### src/rtl/adder_pkg.sv
// Shared definitions for the nibble-serial adder: FSM state encoding and slice width.
package adder_pkg;

    localparam int NIBBLE_W = 4;

    typedef enum logic [1:0] {
        IDLE = 2'd0,
        RUN  = 2'd1,
        DONE = 2'd2
    } nsa_state_t;

endpackage

### src/rtl/add4_slice.sv
// Combinational 4-bit ripple-carry full-adder slice.
module add4_slice (
    input  logic [3:0] a,
    input  logic [3:0] b,
    input  logic       ci,
    output logic [3:0] s,
    output logic       co
);

    logic c;

    always_comb begin
        c = ci;
        s = 4'd0;
        for (int i = 0; i < 4; i++) begin
            s[i] = a[i] ^ b[i] ^ c;
            c    = (a[i] & b[i]) | (c & (a[i] ^ b[i]));
        end
        co = c;
    end

endmodule

### src/rtl/nibble_serial_adder.sv
// Multi-cycle adder: walks NIBBLES operand nibbles through one add4_slice,
// holding the carry in a flop and assembling the sum in a right-shifting accumulator.
module nibble_serial_adder
    import adder_pkg::*;
#(
    parameter int NIBBLES = 4
) (
    input  logic                      clk,
    input  logic                      rst_n,
    input  logic                      start,
    input  logic [NIBBLE_W*NIBBLES-1:0] a,
    input  logic [NIBBLE_W*NIBBLES-1:0] b,
    input  logic                      cin,
    output logic                      busy,
    output logic                      done,
    output logic [NIBBLE_W*NIBBLES-1:0] sum,
    output logic                      cout
);

    localparam int W  = NIBBLE_W * NIBBLES;
    localparam int CW = (NIBBLES > 1) ? $clog2(NIBBLES) : 1;

    nsa_state_t      state_q, state_d;
    logic [CW-1:0]   cnt_q, cnt_d;
    logic            carry_q, carry_d;
    logic [W-1:0]    a_sh_q, a_sh_d;
    logic [W-1:0]    b_sh_q, b_sh_d;
    // Only the already-finished nibbles need storing; the newest one is still
    // on the slice output, so acc is one nibble narrower than the result.
    logic [W-5:0]    acc_q, acc_d;
    logic [W-1:0]    sum_q, sum_d;
    logic            cout_q, cout_d;
    logic            done_q, done_d;

    logic [3:0]      slice_s;
    logic            slice_c;
    logic [W-1:0]    acc_shift;

    add4_slice u_slice (
        .a  (a_sh_q[3:0]),
        .b  (b_sh_q[3:0]),
        .ci (carry_q),
        .s  (slice_s),
        .co (slice_c)
    );

    assign acc_shift = {slice_s, acc_q};

    always_comb begin
        state_d = state_q;
        cnt_d   = cnt_q;
        carry_d = carry_q;
        a_sh_d  = a_sh_q;
        b_sh_d  = b_sh_q;
        acc_d   = acc_q;
        sum_d   = sum_q;
        cout_d  = cout_q;
        done_d  = 1'b0;
        case (state_q)
            IDLE, DONE: begin
                if (start) begin
                    a_sh_d  = a;
                    b_sh_d  = b;
                    carry_d = cin;
                    cnt_d   = '0;
                    acc_d   = '0;
                    state_d = RUN;
                end else begin
                    state_d = IDLE;
                end
            end
            RUN: begin
                a_sh_d  = a_sh_q >> NIBBLE_W;
                b_sh_d  = b_sh_q >> NIBBLE_W;
                acc_d   = acc_shift[W-1:4];
                carry_d = slice_c;
                cnt_d   = cnt_q + CW'(1);
                if (cnt_q == CW'(NIBBLES - 1)) begin
                    sum_d   = acc_shift;
                    cout_d  = slice_c;
                    done_d  = 1'b1;
                    state_d = DONE;
                end
            end
            default: state_d = IDLE;
        endcase
    end

    always_ff @(posedge clk or negedge rst_n) begin
        if (!rst_n) begin
            state_q <= IDLE;
            cnt_q   <= '0;
            carry_q <= 1'b0;
            a_sh_q  <= '0;
            b_sh_q  <= '0;
            acc_q   <= '0;
            sum_q   <= '0;
            cout_q  <= 1'b0;
            done_q  <= 1'b0;
        end else begin
            state_q <= state_d;
            cnt_q   <= cnt_d;
            carry_q <= carry_d;
            a_sh_q  <= a_sh_d;
            b_sh_q  <= b_sh_d;
            acc_q   <= acc_d;
            sum_q   <= sum_d;
            cout_q  <= cout_d;
            done_q  <= done_d;
        end
    end

    assign busy = (state_q == RUN);
    assign done = done_q;
    assign sum  = sum_q;
    assign cout = cout_q;

endmodule
### config.mk
export PLATFORM = sky130hd
export DESIGN_NAME = nibble_serial_adder
export DESIGN_NICKNAME = d
export VERILOG_FILES = /design/src/rtl/adder_pkg.sv /design/src/rtl/add4_slice.sv /design/src/rtl/nibble_serial_adder.sv
export SDC_FILE = /design/constraint.sdc
export NUM_CORES = 1
export LEC_CHECK = 0
export ABC_CLOCK_PERIOD_IN_PS = 2600
export CAP_MARGIN = 20
export CORE_ASPECT_RATIO = 0.8
export CORE_MARGIN = 1.5
export CORE_UTILIZATION = 47
export CTS_BUF_LIST = sky130_fd_sc_hd__clkbuf_2
export DETAILED_ROUTE_END_ITERATION = 8
export PLACE_DENSITY = 0.75
export SETUP_SLACK_MARGIN = 0.4
export SLEW_MARGIN = 15
export SYNTH_ARGS = -nofsm -noshare
export SYNTH_HDL_FRONTEND = slang
export SYNTH_HIERARCHICAL = 1
export SYNTH_SLANG_ARGS = --single-unit
### constraint.sdc
create_clock -name clk -period 2.6 [get_ports clk]
set_input_delay 0.78 -clock clk [delete_from_list [all_inputs] [get_ports clk]]
set_output_delay 0.78 -clock clk [all_outputs]
set_load 0.005 [all_outputs]
# --- Word-level counts from Yosys, hierarchy flattened ---
# Cells that the tools add are included.
word_totals:
  inputBits: 36
  elab_cells: 55
  output_inout_bits: 19
  register_bits: 67
op_classes:
  mux: 15
  bitwise_logic: 20
  addsub: 1
  n_eq_ne: 5
  reduce_logical: 5
ops:
  columns: ["operator", "count"]
  rows:
  - ["$pmux W16 S2", 2]
  - ["$mux W16", 2]
  - ["$pmux W12 S2", 1]
  - ["$mux W12", 1]
  - ["$and A1 B1 Y1", 8]
  - ["$pmux W2 S2", 2]
  - ["$xor A1 B1 Y1", 8]
  - ["$eq A2 B2 Y1 const B", 2]
  - ["$mux W1", 4]
  - ["$mux W2", 2]
  - ["$or A1 B1 Y1", 4]
  - ["$reduce_and A2 Y1", 2]
  - ["$add A2 B1 Y2 const B", 1]
  - ["$eq A2 B1 Y1 const B", 1]
  - ["$logic_not A2 Y1", 1]
  - ["$ne A2 B1 Y1 const B", 1]
  - ["$ne A2 B2 Y1 const B", 1]
  - ["$pmux W1 S2", 1]
  - ["$reduce_bool A2 Y1", 1]
  - ["$reduce_or A2 Y1", 1]

# --- Logic depth before layout (Yosys ltp) ---
# Gate-level depths: netlist (run 1).
logic_depth:
  depth_word: 10
  depth_mapped: 10
  ltp_nobuf: 10

# --- Modules after synthesis ---
# Netlist (run 1), hierarchy kept.
modules_own_cells:
  columns: ["mod", "area_each_um2", "cells_per_inst", "seq_area_each_um2", "n_inst"]
  rows:
  - ["nibble_serial_adder", 2912.8, 235, 1676.6, 1]
  - ["add4_slice", 117.6, 14, 0.0, 1]

# --- Worst setup path before layout (run 1) ---
# OpenSTA, ideal clock, no wires.
synth_timing:
  path_kind: "flip-flop to flip-flop"
  start: "register a_sh_q[0]"
  end: "register sum_q[15], in the netlist sum[15]"
  path_slack_ps: 492
  arrival_time_ps: 2043
  path_stages_with_launch: 10
  period_less_slack_ps: 2108
  n_path_buf: 0
  setup_ps: 64
  required_time_ps: 2536
  cell_sequence: "dfrtp_1 fa_1 inv_1 fa_1 inv_1 fa_1 inv_1 fa_1 inv_1 mux2_2"
synth_via:
  elab_chain_cells: 8
  word_cells_on_any_way: 9
synth_lines:
  columns: ["item", "line", "text"]
  rows:
  - ["start, declared", "nibble_serial_adder.sv:26", "logic [W-1:0] a_sh_q, a_sh_d;"]
  - ["start signal, assigned", "nibble_serial_adder.sv:104", "a_sh_q <= a_sh_d;"]
  - ["$xor A1 B1 Y1", "add4_slice.sv:17", "c = (a[i] & b[i]) | (c & (a[i] ^ b[i]));"]
  - ["$and A1 B1 Y1", "add4_slice.sv:17", null]
  - ["$or A1 B1 Y1 (*)", "add4_slice.sv:17", null]
  - ["$and A1 B1 Y1 (*)", "add4_slice.sv:17", null]
  - ["$or A1 B1 Y1 (*)", "add4_slice.sv:17", null]
  - ["$and A1 B1 Y1 (*)", "add4_slice.sv:17", null]
  - ["$or A1 B1 Y1 (*)", "add4_slice.sv:17", null]
  - ["$xor A1 B1 Y1 (*)", "add4_slice.sv:16", "s[i] = a[i] ^ b[i] ^ c;"]
  - ["via slice_s[3]", "nibble_serial_adder.sv:35", "logic [3:0] slice_s;"]
  - ["end signal, assigned", "nibble_serial_adder.sv:107", "sum_q <= sum_d;"]
  - ["end, declared", "nibble_serial_adder.sv:31", "logic [W-1:0] sum_q, sum_d;"]
# The timed path passes the listed nets; every way through them passes the cells marked *.
# A chain may end at the register's enable or synchronous reset.

# --- Worst setup path in the final report (run 1) ---
# Ends and elaborated chain as after synthesis.

==> results of run 1 <==
power breakdown:
part	switching, mW	internal (mW)	total [mW]
clock network	0.385	0.218	0.603
registers	0.315	1.51	1.83
logic	1.02	1.16	2.18
total	1.72	2.89	4.61
final cells by class:
type | count | area, sq um
Tap cell | 81 | 101
Clock buffer | 9 | 45.0
Sequential cell | 67 | 1680
Timing Repair Buffer | 75 | 704
Clock inverter | 7 | 67.6
Multi-Input combinational cell | 152 | 1220
Inverter | 13 | 51.3
Fill cell | 516 | 2200
state kept, by name, indices dropped and copies added (netlist names):
name     count
a_sh_q      16
acc_q       12
b_sh_q      16
carry_q      1
cnt_q        2
cout         1
done         1
state_q      2
sum         16
cells in the mapped netlist (all sizes together):
cell    instances  area (sq um)
a211oi         11          82.6
a21oi          11          55.1
a221o           1          10.0
a22o           17           149
a22oi           3          22.5
and3b           1          8.76
buf            14          81.3
clkbuf          3          11.3
dfrtp          67          1680
fa              4          80.1
ha              1          12.5
inv            13          51.3
mux2           22           278
mux2i          15           150
nand2           5          26.3
nand2b          3          26.3
nand3           7          35.0
nor2           12          47.6
nor2b          12          75.1
nor3           10          50.1
o21ai           6          30.0
o22ai          10          62.6
xnor2           1          8.76
cells by family (layout without fill, tap and decap cells):
group | count (synthesis) | count (layout) | share of synthesized area
fa+ha+maj | 5 | 5 | 0.0306
compound gates | 59 | 59 | 0.136
buf+inv | 30 | 104 | 0.0475
flops | 67 | 67 | 0.553
simple gates | 50 | 50 | 0.0888
xor+xnor | 1 | 1 | 0.00289
mux | 37 | 37 | 0.141
critical path, cell delays in order (launching register included):
cell and delay, ns:
dfrtp_1 0.45, fa_2 0.40, inv_2 0.06, fa_2 0.19
inv_2 0.04, fa_2 0.32, inv_2 0.06, fa_1 0.42
inv_2 0.08, mux2_2 0.14
stage by stage:
stage / hold slack, ns / std cells / cell area, sq um / util
global placement: 0.482 / 373 / 3630 / 0.599
detailed placement: 0.492 / 373 / 3630 / 0.599
floorplan: 0.466 / 249 / 3030 / -
finish: 0.252 / 404 / 3860 / 0.637
CTS: 0.238 / 402 / 3830 / 0.632
global route: 0.190 / 404 / 3860 / 0.637
timing repair:
item / in CTS / in global routing
setup buffers: 13 / 2
resized for setup: 19 / 9
hold buffers: 0 / 0
endpoints found under the hold margin: 0 / 0
endpoints found under the setup margin: 15 / 10
pin swaps: 3 / 4
placed cells by master (no fill, tap or decap), drive strengths merged:
master,count
buf,22
nand2b,3
nor2b,12
a21oi,11
fa,4
ha,1
a22oi,3
a22o,17
nand2,5
o21ai,6
nor2,12
nand3,7
clkdlybuf4s50,34
mux2,22
inv,14
dfrtp,67
a211oi,11
and3b,1
o22ai,10
a221o,1
dlymetal6s2s,7
mux2i,15
xnor2,1
nor3,10
clkbuf,10
clkinvlp,2
bufinv,1
dlygate4sd2,11
clkinv,3
metal layers:
| layer | wire, um | up-vias | track usage |
|---|---|---|---|
| met2 | 2860 | 70 | 0.299 |
| met4 | 33 | 0 | 0.0589 |
| met3 | 400 | 5 | 0.0747 |
| met1 | 3060 | 1077 | 0.282 |
| met5 | 0 | - | 0 |
| li1 | - | 1035 | - |
worst max-delay path by stage:
stage                           from                     end
2_1_floorplan  a_sh_q[0]$_DFFE_PN0P_     sum[15]$_DFFE_PN0P_
3_3_place_gp                   start  b_sh_q[10]$_DFFE_PN0P_
3_5_place_dp                   start   a_sh_q[7]$_DFFE_PN0P_
4_1_cts          carry_q$_DFFE_PN0P_     sum[15]$_DFFE_PN0P_
5_1_grt        a_sh_q[0]$_DFFE_PN0P_     sum[15]$_DFFE_PN0P_
6_report       a_sh_q[0]$_DFFE_PN0P_     sum[15]$_DFFE_PN0P_
==> flow_summary_export.csv, run 1 <==
group,metric,value,unit
outcome,status,"completed",
cts,clock_latency,0.50,ns
setup_path,r2r_end,"sum[15]$_DFFE_PN0P_",
logic_synthesis,syn_nets,290,
floorplanning,die_w,92.8,um
drt,vias,2187,
setup_path,critPathRequiredTime,3.06,ns
timing,post-route-period-util,0.850,
global_routing,grt_pass1_wl,10500,um
layout,drive_gt1_frac,0.220,
timing,finalSetupViolCount,0,
power_and_ir_drop,power.total,4.61,mW
logic_synthesis,yosysWarnings,6,
global_routing,first_global_vias,2101,
cts,cts-buffers-inserted,9,
timing,worst_pin_slew,0.596,ns
timing,tns,0,ns
drt,routed_via_density,5.41,
drt,drtAntennaViolNets,0,
setup_path,startpoint_type,"flip-flop",
cts,htree_levels,3,
cts,cts.path.max_buffers,2,
cts,clock-sinks,67,
placement,dpl_worst_slack,0.251,ns
logic_synthesis,synthDistinctLibCells,30,
layout,num-nets-final,359,
drt,drt_wl_total,6350,um
global_routing,grtUsageTotal,0.202,
cts,cts-root-buf,"clkbuf_2",
floorplanning,start_util,0.499,
floorplanning,io_pins,55,
timing,drv_slew,0,
drt,post_drt_wl_per_cell,15.7,um
power_and_ir_drop,vdd_drop_max,0.000566,V
global_routing,grt_overflow,0,
logic_synthesis,netlist_instances,249,
timing,fin_ws,0.389,ns
timing,rsz0062_at_grt,"true",
setup_path,crit-reg2reg-launch,"a_sh_q[0]$_DFFE_PN0P_",
timing,hold_violations,0,
floorplanning,fp.dieH,74.8,um
worst_hold_path,min_path_type,"input port to asynchronous set/reset pin",
timing,relSlewSlack,0.603,
layout,antenna_cells,0,
placement,hpwl,4050,um
placement,place_congestion,0.735,
logic_synthesis,synth-seq-cells,67,
setup_path,cp_max_fo,2,
setup_path,reg2regPathDepth,9,
drt,firstDrtPassIters,5,
logic_synthesis,yosysSeqAreaShare,0.553,
power_and_ir_drop,p_leak,1.87,nW
drt,drc,0,
floorplanning,die_area,6940,sq um
setup_path,worstSetupPathType,"flip-flop to flip-flop",
global_routing,grt_max_degree,68,
setup_path,reg2reg_slack,0.39,ns
power_and_ir_drop,power_density,1190,nW/um^2
setup_path,worstPathArrival,2.67,ns
logic_synthesis,syn_area_per_cell,12.2,sq um
drt,drt_iter0_drc,123,
logic_synthesis,synth_area,3030,sq um
layout,syn_to_final_growth,27.5,%
cts,clkSlewWorstSetupHoldPaths,0.20,ns
global_routing,antenna_found_initial,0,
timing,fmax,452,MHz
floorplanning,core,6070,sq um
floorplanning,rows,25,
timing,period_needed,2.21,ns
run,cap_violations,0,
placement,portBuffers,54,
setup_path,end_kind,"flip-flop",
cts,cts_tree,"done",
timing,skew,0.0166,ns
No activity file was read; power rests on OpenSTA's default activity.
==> inputs of run 2 (changes only) <==
--- a/config.mk
+++ b/config.mk
@@ -7,12 +7,11 @@
 export LEC_CHECK = 0
 export ABC_CLOCK_PERIOD_IN_PS = 2600
 export CAP_MARGIN = 20
-export CORE_ASPECT_RATIO = 0.8
 export CORE_MARGIN = 1.5
-export CORE_UTILIZATION = 47
+export CORE_UTILIZATION = 50
 export CTS_BUF_LIST = sky130_fd_sc_hd__clkbuf_2
 export DETAILED_ROUTE_END_ITERATION = 8
-export PLACE_DENSITY = 0.75
+export PLACE_DENSITY = 0.79
 export SETUP_SLACK_MARGIN = 0.4
 export SLEW_MARGIN = 15
 export SYNTH_ARGS = -nofsm -noshare
==> flow_summary_export.csv, run 2 (synthesis results as in run 1) <==
group,metric,value,unit
timing,tns,0,ns
drt,vias,2193,
setup_path,worstPathArrival,2.53,ns
power_and_ir_drop,sequentialPowerShare,0.407,
floorplanning,fp.dieH,80.9,um
timing,finalSetupViolCount,0,
drt,post_drt_wl_per_cell,15.5,um
cts,cts_hold_buffers,0,
layout,fin_area,3860,sq um
timing,post-route-period-util,0.829,
power_and_ir_drop,internal_power,2.91,mW
layout,num-nets-final,357,
cts,clock-sinks,67,
layout,syn_to_final_growth,27.4,%
layout,drive_gt1_frac,0.203,
cts,cts-buffers-inserted,9,
outcome,status,"completed",
power_and_ir_drop,power_frac_clock,0.125,
global_routing,grtUsageTotal,0.215,
setup_path,end_kind,"flip-flop",
placement,place_congestion,0.739,
power_and_ir_drop,power.total,4.51,mW
floorplanning,start_util,0.515,
run,cap_violations,0,
floorplanning,rows,28,
global_routing,antenna_found_initial,0,
timing,drv_slew,0,
global_routing,grt_max_degree,42,
layout,antenna_cells,0,
cts,cts-root-buf,"clkbuf_2",
layout,mostFrequentLayoutCells,"67 x dfrtp_1, 44 x clkdlybuf4s50_1, 17 x a22o_1, 17 x buf_4, 15 x mux2i_1",
power_and_ir_drop,p_leak,1.84,nW
power_and_ir_drop,swShare,0.356,
cts,cts.path.max_buffers,2,
floorplanning,die_area,6540,sq um
cts,clkSlewWorstSetupHoldPaths,0.17,ns
setup_path,crit_start,"b_sh_q[0]$_DFFE_PN0P_",
floorplanning,die_w,80.9,um
drt,drtAntennaViolNets,0,
floorplanning,io_pins,55,
global_routing,grt_pass1_wl,10600,um
timing,hold_violations,0,
timing,worst_pin_slew,0.626,ns
power_and_ir_drop,power_density,1170,nW/um^2
timing,period_needed,2.16,ns
setup_path,crit-reg2reg-launch,"b_sh_q[0]$_DFFE_PN0P_",
drt,firstDrtPassIters,4,
drt,drc,0,
timing,skew,0.00553,ns
timing,fmax,464,MHz
floorplanning,core,5890,sq um
cts,clock_latency,0.47,ns
drt,drt_iter0_drc,83,
placement,placed_area,3640,sq um
global_routing,first_global_vias,2138,
placement,hpwl,4140,um
worst_hold_path,min_path_type,"input port to asynchronous set/reset pin",
setup_path,cp_max_fo,3,
setup_path,startpoint_type,"flip-flop",
placement,portBuffers,54,
setup_path,worstSetupPathType,"flip-flop to flip-flop",
drt,drt_wl_total,6110,um
setup_path,critPathRequiredTime,2.97,ns
power_and_ir_drop,vdd_drop_max,0.000846,V
power_and_ir_drop,switchingPower,1.61,mW
drt,routed_via_density,5.55,
global_routing,grt_overflow,0,
cts,cts_tree,"done",
cts,htree_levels,3,
layout,layout_commonest_cell,"dfrtp_1",
timing,rsz0062_at_grt,"true",
power_and_ir_drop,power_frac_comb,0.468,
timing,relSlewSlack,0.583,
## run 2: changes by cell type in the layout (fill, tap and decap cells not counted), moves of 2 or more
cell,delta
clkinvlp_4,-2
buf_4,-3
dlygate4sd2_1,-11
clkdlybuf4s50_1,+10
## run 2: stage by stage
stage	setup WS, ns	instances	hold slack (ns)	util
floorplan	0.492	249	0.466	-
global placement	0.410	368	0.486	0.619
detailed placement	0.369	368	0.496	0.619
CTS	0.400	385	0.284	0.639
global route	0.370	395	0.267	0.656
finish	0.444	395	0.305	0.656
## run 2: what timing repair did
action	CTS	global route
pin swaps	0	2
setup endpoints to repair	3	17
resized for setup	2	14
setup buffers	2	10
## run 2: final cells by class
cell class                 instances  area [sq um]
fill                             480          2030
sequential                        67          1680
multi-input combinational        152          1220
timing repair buffer              73           723
tap                               75          93.8
clock buffer                      11          55.1
inverter                          13          51.3
clock inverter                     4          42.5
## run 2: worst paths after layout
path	slack (ns)	cells after the start	end
max	0.44	9	sum[15]$_DFFE_PN0P_
min	0.30	1	acc_q[2]$_DFFE_PN0P_
max reg2reg	0.44	9	sum[15]$_DFFE_PN0P_
min reg2reg	0.53	1	sum[1]$_DFFE_PN0P_
max in group asynchronous	1.68	2	sum[14]$_DFFE_PN0P_
min in group clk	0.53	1	sum[1]$_DFFE_PN0P_
## run 2: metal layers
metal	vias up	track usage	wire (um)
li1	1029	-	-
met2	80	0.322	2950
met5	-	0	0
met3	8	0.0371	349
met4	0	0.0983	72
met1	1076	0.307	2730
## run 2: critical path, cell delays in order, from the launching register on
cell and delay, ns:
dfrtp_1 0.44, fa_2 0.22, inv_2 0.04, fa_2 0.32, inv_2 0.06, fa_2 0.18
inv_2 0.03, fa_1 0.46, inv_1 0.05, mux2_2 0.25
## run 2: power groups by stage
| stage | Sequential, mW | Clock, mW | Combinational [mW] |
|---|---|---|---|
| after floorplan | 1.79 | 0 | 1.41 |
| after global placement | 1.85 | 0 | 1.90 |
| after detailed placement | 1.88 | 0 | 1.98 |
| after CTS | 1.85 | 0.582 | 2.01 |
| after global routing | 1.90 | 0.637 | 2.38 |
| final | 1.84 | 0.563 | 2.11 |
==> inputs of run 3 (changes only) <==
--- a/config.mk
+++ b/config.mk
@@ -5,13 +5,13 @@
 export SDC_FILE = /design/constraint.sdc
 export NUM_CORES = 1
 export LEC_CHECK = 0
-export ABC_CLOCK_PERIOD_IN_PS = 2600
+export ABC_CLOCK_PERIOD_IN_PS = 1800
 export CAP_MARGIN = 20
 export CORE_MARGIN = 1.5
-export CORE_UTILIZATION = 50
+export CORE_UTILIZATION = 49
 export CTS_BUF_LIST = sky130_fd_sc_hd__clkbuf_2
 export DETAILED_ROUTE_END_ITERATION = 8
-export PLACE_DENSITY = 0.79
+export PLACE_DENSITY = 0.8
 export SETUP_SLACK_MARGIN = 0.4
 export SLEW_MARGIN = 15
 export SYNTH_ARGS = -nofsm -noshare
==> constraint.sdc (replaced) <==
create_clock -name clk -period 1.8 [get_ports clk]
set_input_delay 0.54 -clock clk [delete_from_list [all_inputs] [get_ports clk]]
set_output_delay 0.54 -clock clk [all_outputs]
set_load 0.005 [all_outputs]
==> flow_summary_export.csv, run 3 (synthesis results as in run 1) <==
group,metric,value,unit
outcome,status,"finished with violations",
outcome,failed_checks,"hold timing, setup timing",
layout,mostFrequentLayoutCells,"66 x dfrtp_1, 34 x clkdlybuf4s50_1, 25 x buf_4",
timing,holdWs,-0.0167,ns
timing,drv_slew,0,
timing,period_needed,2.12,ns
cts,cts.path.max_buffers,2,
worst_hold_path,min_path_type,"input port to asynchronous set/reset pin",
setup_path,startpoint_type,"flip-flop",
power_and_ir_drop,vdd_drop_max,0.00115,V
floorplanning,rows,28,
drt,vias,2325,
floorplanning,fp.dieH,81.6,um
power_and_ir_drop,p_leak,1.91,nW
timing,fin_ws,-0.323,ns
layout,fin_area,4120,sq um
power_and_ir_drop,power_density,1800,nW/um^2
timing,skew,0.0345,ns
drt,drt_wl_total,7040,um
timing,post-route-period-util,1.18,
drt,routed_via_density,5.59,
global_routing,antenna_found_initial,0,
setup_path,worstPathArrival,2.58,ns
layout,antenna_cells,0,
global_routing,grt_pass1_wl,10200,um
global_routing,grtUsageTotal,0.211,
timing,finalSetupViolCount,7,
global_routing,grt_overflow,0,
setup_path,worstSetupPathType,"flip-flop to flip-flop",
cts,clock-sinks,67,
layout,fillers,459,
placement,place_congestion,0.817,
setup_path,slowest_delay,0.44,ns
setup_path,crit_slowest_cell,"dfrtp_1",
floorplanning,start_util,0.509,
timing,fmax,471,MHz
setup_path,crit_chain,"fa_2 > inv_2 > fa_2 > inv_2 > fa_2 > inv_2 > fa_1 > inv_2 > a22o_1",
layout,num-nets-final,377,
timing,rsz0062_at_grt,"true",
drt,drt_iter0_drc,116,
setup_path,cp_top_family,"adder cells",
timing,worst_pin_slew,0.356,ns
cts,cts-buffers-inserted,9,
global_routing,grt_max_degree,68,
setup_path,cpMostUsedCell,"inv_2",
floorplanning,die_w,81.6,um
power_and_ir_drop,power.total,7.41,mW
floorplanning,die_area,6670,sq um
drt,post_drt_wl_per_cell,16.9,um
setup_path,critPathRequiredTime,2.26,ns
placement,placed_area,3750,sq um
drt,drc,0,
layout,syn_to_final_growth,35.9,%
timing,tns,-1.12,ns
floorplanning,core,5960,sq um
setup_path,cp_max_fo,2,
cts,clkSlewWorstSetupHoldPaths,0.21,ns
timing,hold_violations,18,
cts,clock_latency,0.53,ns
run,cap_violations,0,
placement,hpwl,4180,um
cts,cts_tree,"done",
setup_path,cp_num_buf_inv,4,
floorplanning,io_pins,55,
layout,drive_gt1_frac,0.334,
drt,firstDrtPassIters,4,
global_routing,first_global_vias,2115,
timing,relSlewSlack,0.763,
drt,drtAntennaViolNets,0,
placement,portBuffers,54,
layout,layout_commonest_cell,"dfrtp_1",
setup_path,end_kind,"flip-flop",
cts,htree_levels,3,
cts,cts-root-buf,"clkbuf_2",
-- run 3: cell types whose count changed in the layout (fill, tap and decap cells not counted), moves of 4 or more --
cell	change
clkdlybuf4s50_1	-10
dlymetal6s2s_1	-8
buf_12	+4
buf_2	+18
buf_4	+8
nand2_8	+4
mux2_4	+7
mux2_2	-7
buf_6	+4
-- run 3: where the power goes --
group / internal [mW] / switching (mW)
Sequential: 2.19 / 0.505
Combinational: 2.14 / 1.71
Clock: 0.314 / 0.555
Total: 4.64 / 2.77
-- run 3: metal layers --
metal  share of wire  track usage
met1            0.45        0.294
met2            0.49        0.316
met3           0.039       0.0378
met4           0.021        0.110
met5               0            0
-- run 3: final timing paths --
kind | depth (start not counted) | slack (ns) | start | end
max | 9 | -0.32 | a_sh_q[0]$_DFFE_PN0P_ | acc_q[11]$_DFFE_PN0P_
min | 2 | -0.02 | rst_n | sum[5]$_DFFE_PN0P_
max reg2reg | 9 | -0.32 | a_sh_q[0]$_DFFE_PN0P_ | acc_q[11]$_DFFE_PN0P_
min reg2reg | 1 | 0.53 | sum[0]$_DFFE_PN0P_ | sum[0]$_DFFE_PN0P_
max in group asynchronous | 2 | 1.51 | rst_n | a_sh_q[6]$_DFFE_PN0P_
min in group clk | 1 | 0.53 | sum[0]$_DFFE_PN0P_ | sum[0]$_DFFE_PN0P_
-- run 3: through the flow --
step / setup slack (ns) / util / std cells
global placement: -0.279 / 0.629 / 379
floorplan: -0.258 / - / 249
CTS: -0.333 / 0.650 / 404
detailed placement: -0.293 / 0.629 / 379
finish: -0.323 / 0.691 / 416
global route: -0.437 / 0.691 / 416
-- run 3: final cells by class --
type                    instances  area [sq um]  area share
clock inverters                 6          56.3      0.0137
repair buffers                 90           838       0.204
well taps                      75          93.8      0.0228
inverters                      13          51.3      0.0125
clock buffers                  10          50.0      0.0122
multi-input cells             155          1350       0.328
flip-flops and latches         67          1680       0.407
-- run 3: repair_timing --
| item | CTS | global route |
|---|---|---|
| pin swaps | 1 | 3 |
| hold buffers | 0 | 0 |
| setup buffers | 8 | 8 |
| setup endpoints to repair | 64 | 60 |
| gates resized for setup | 84 | 24 |
| cloned | 1 | 4 |
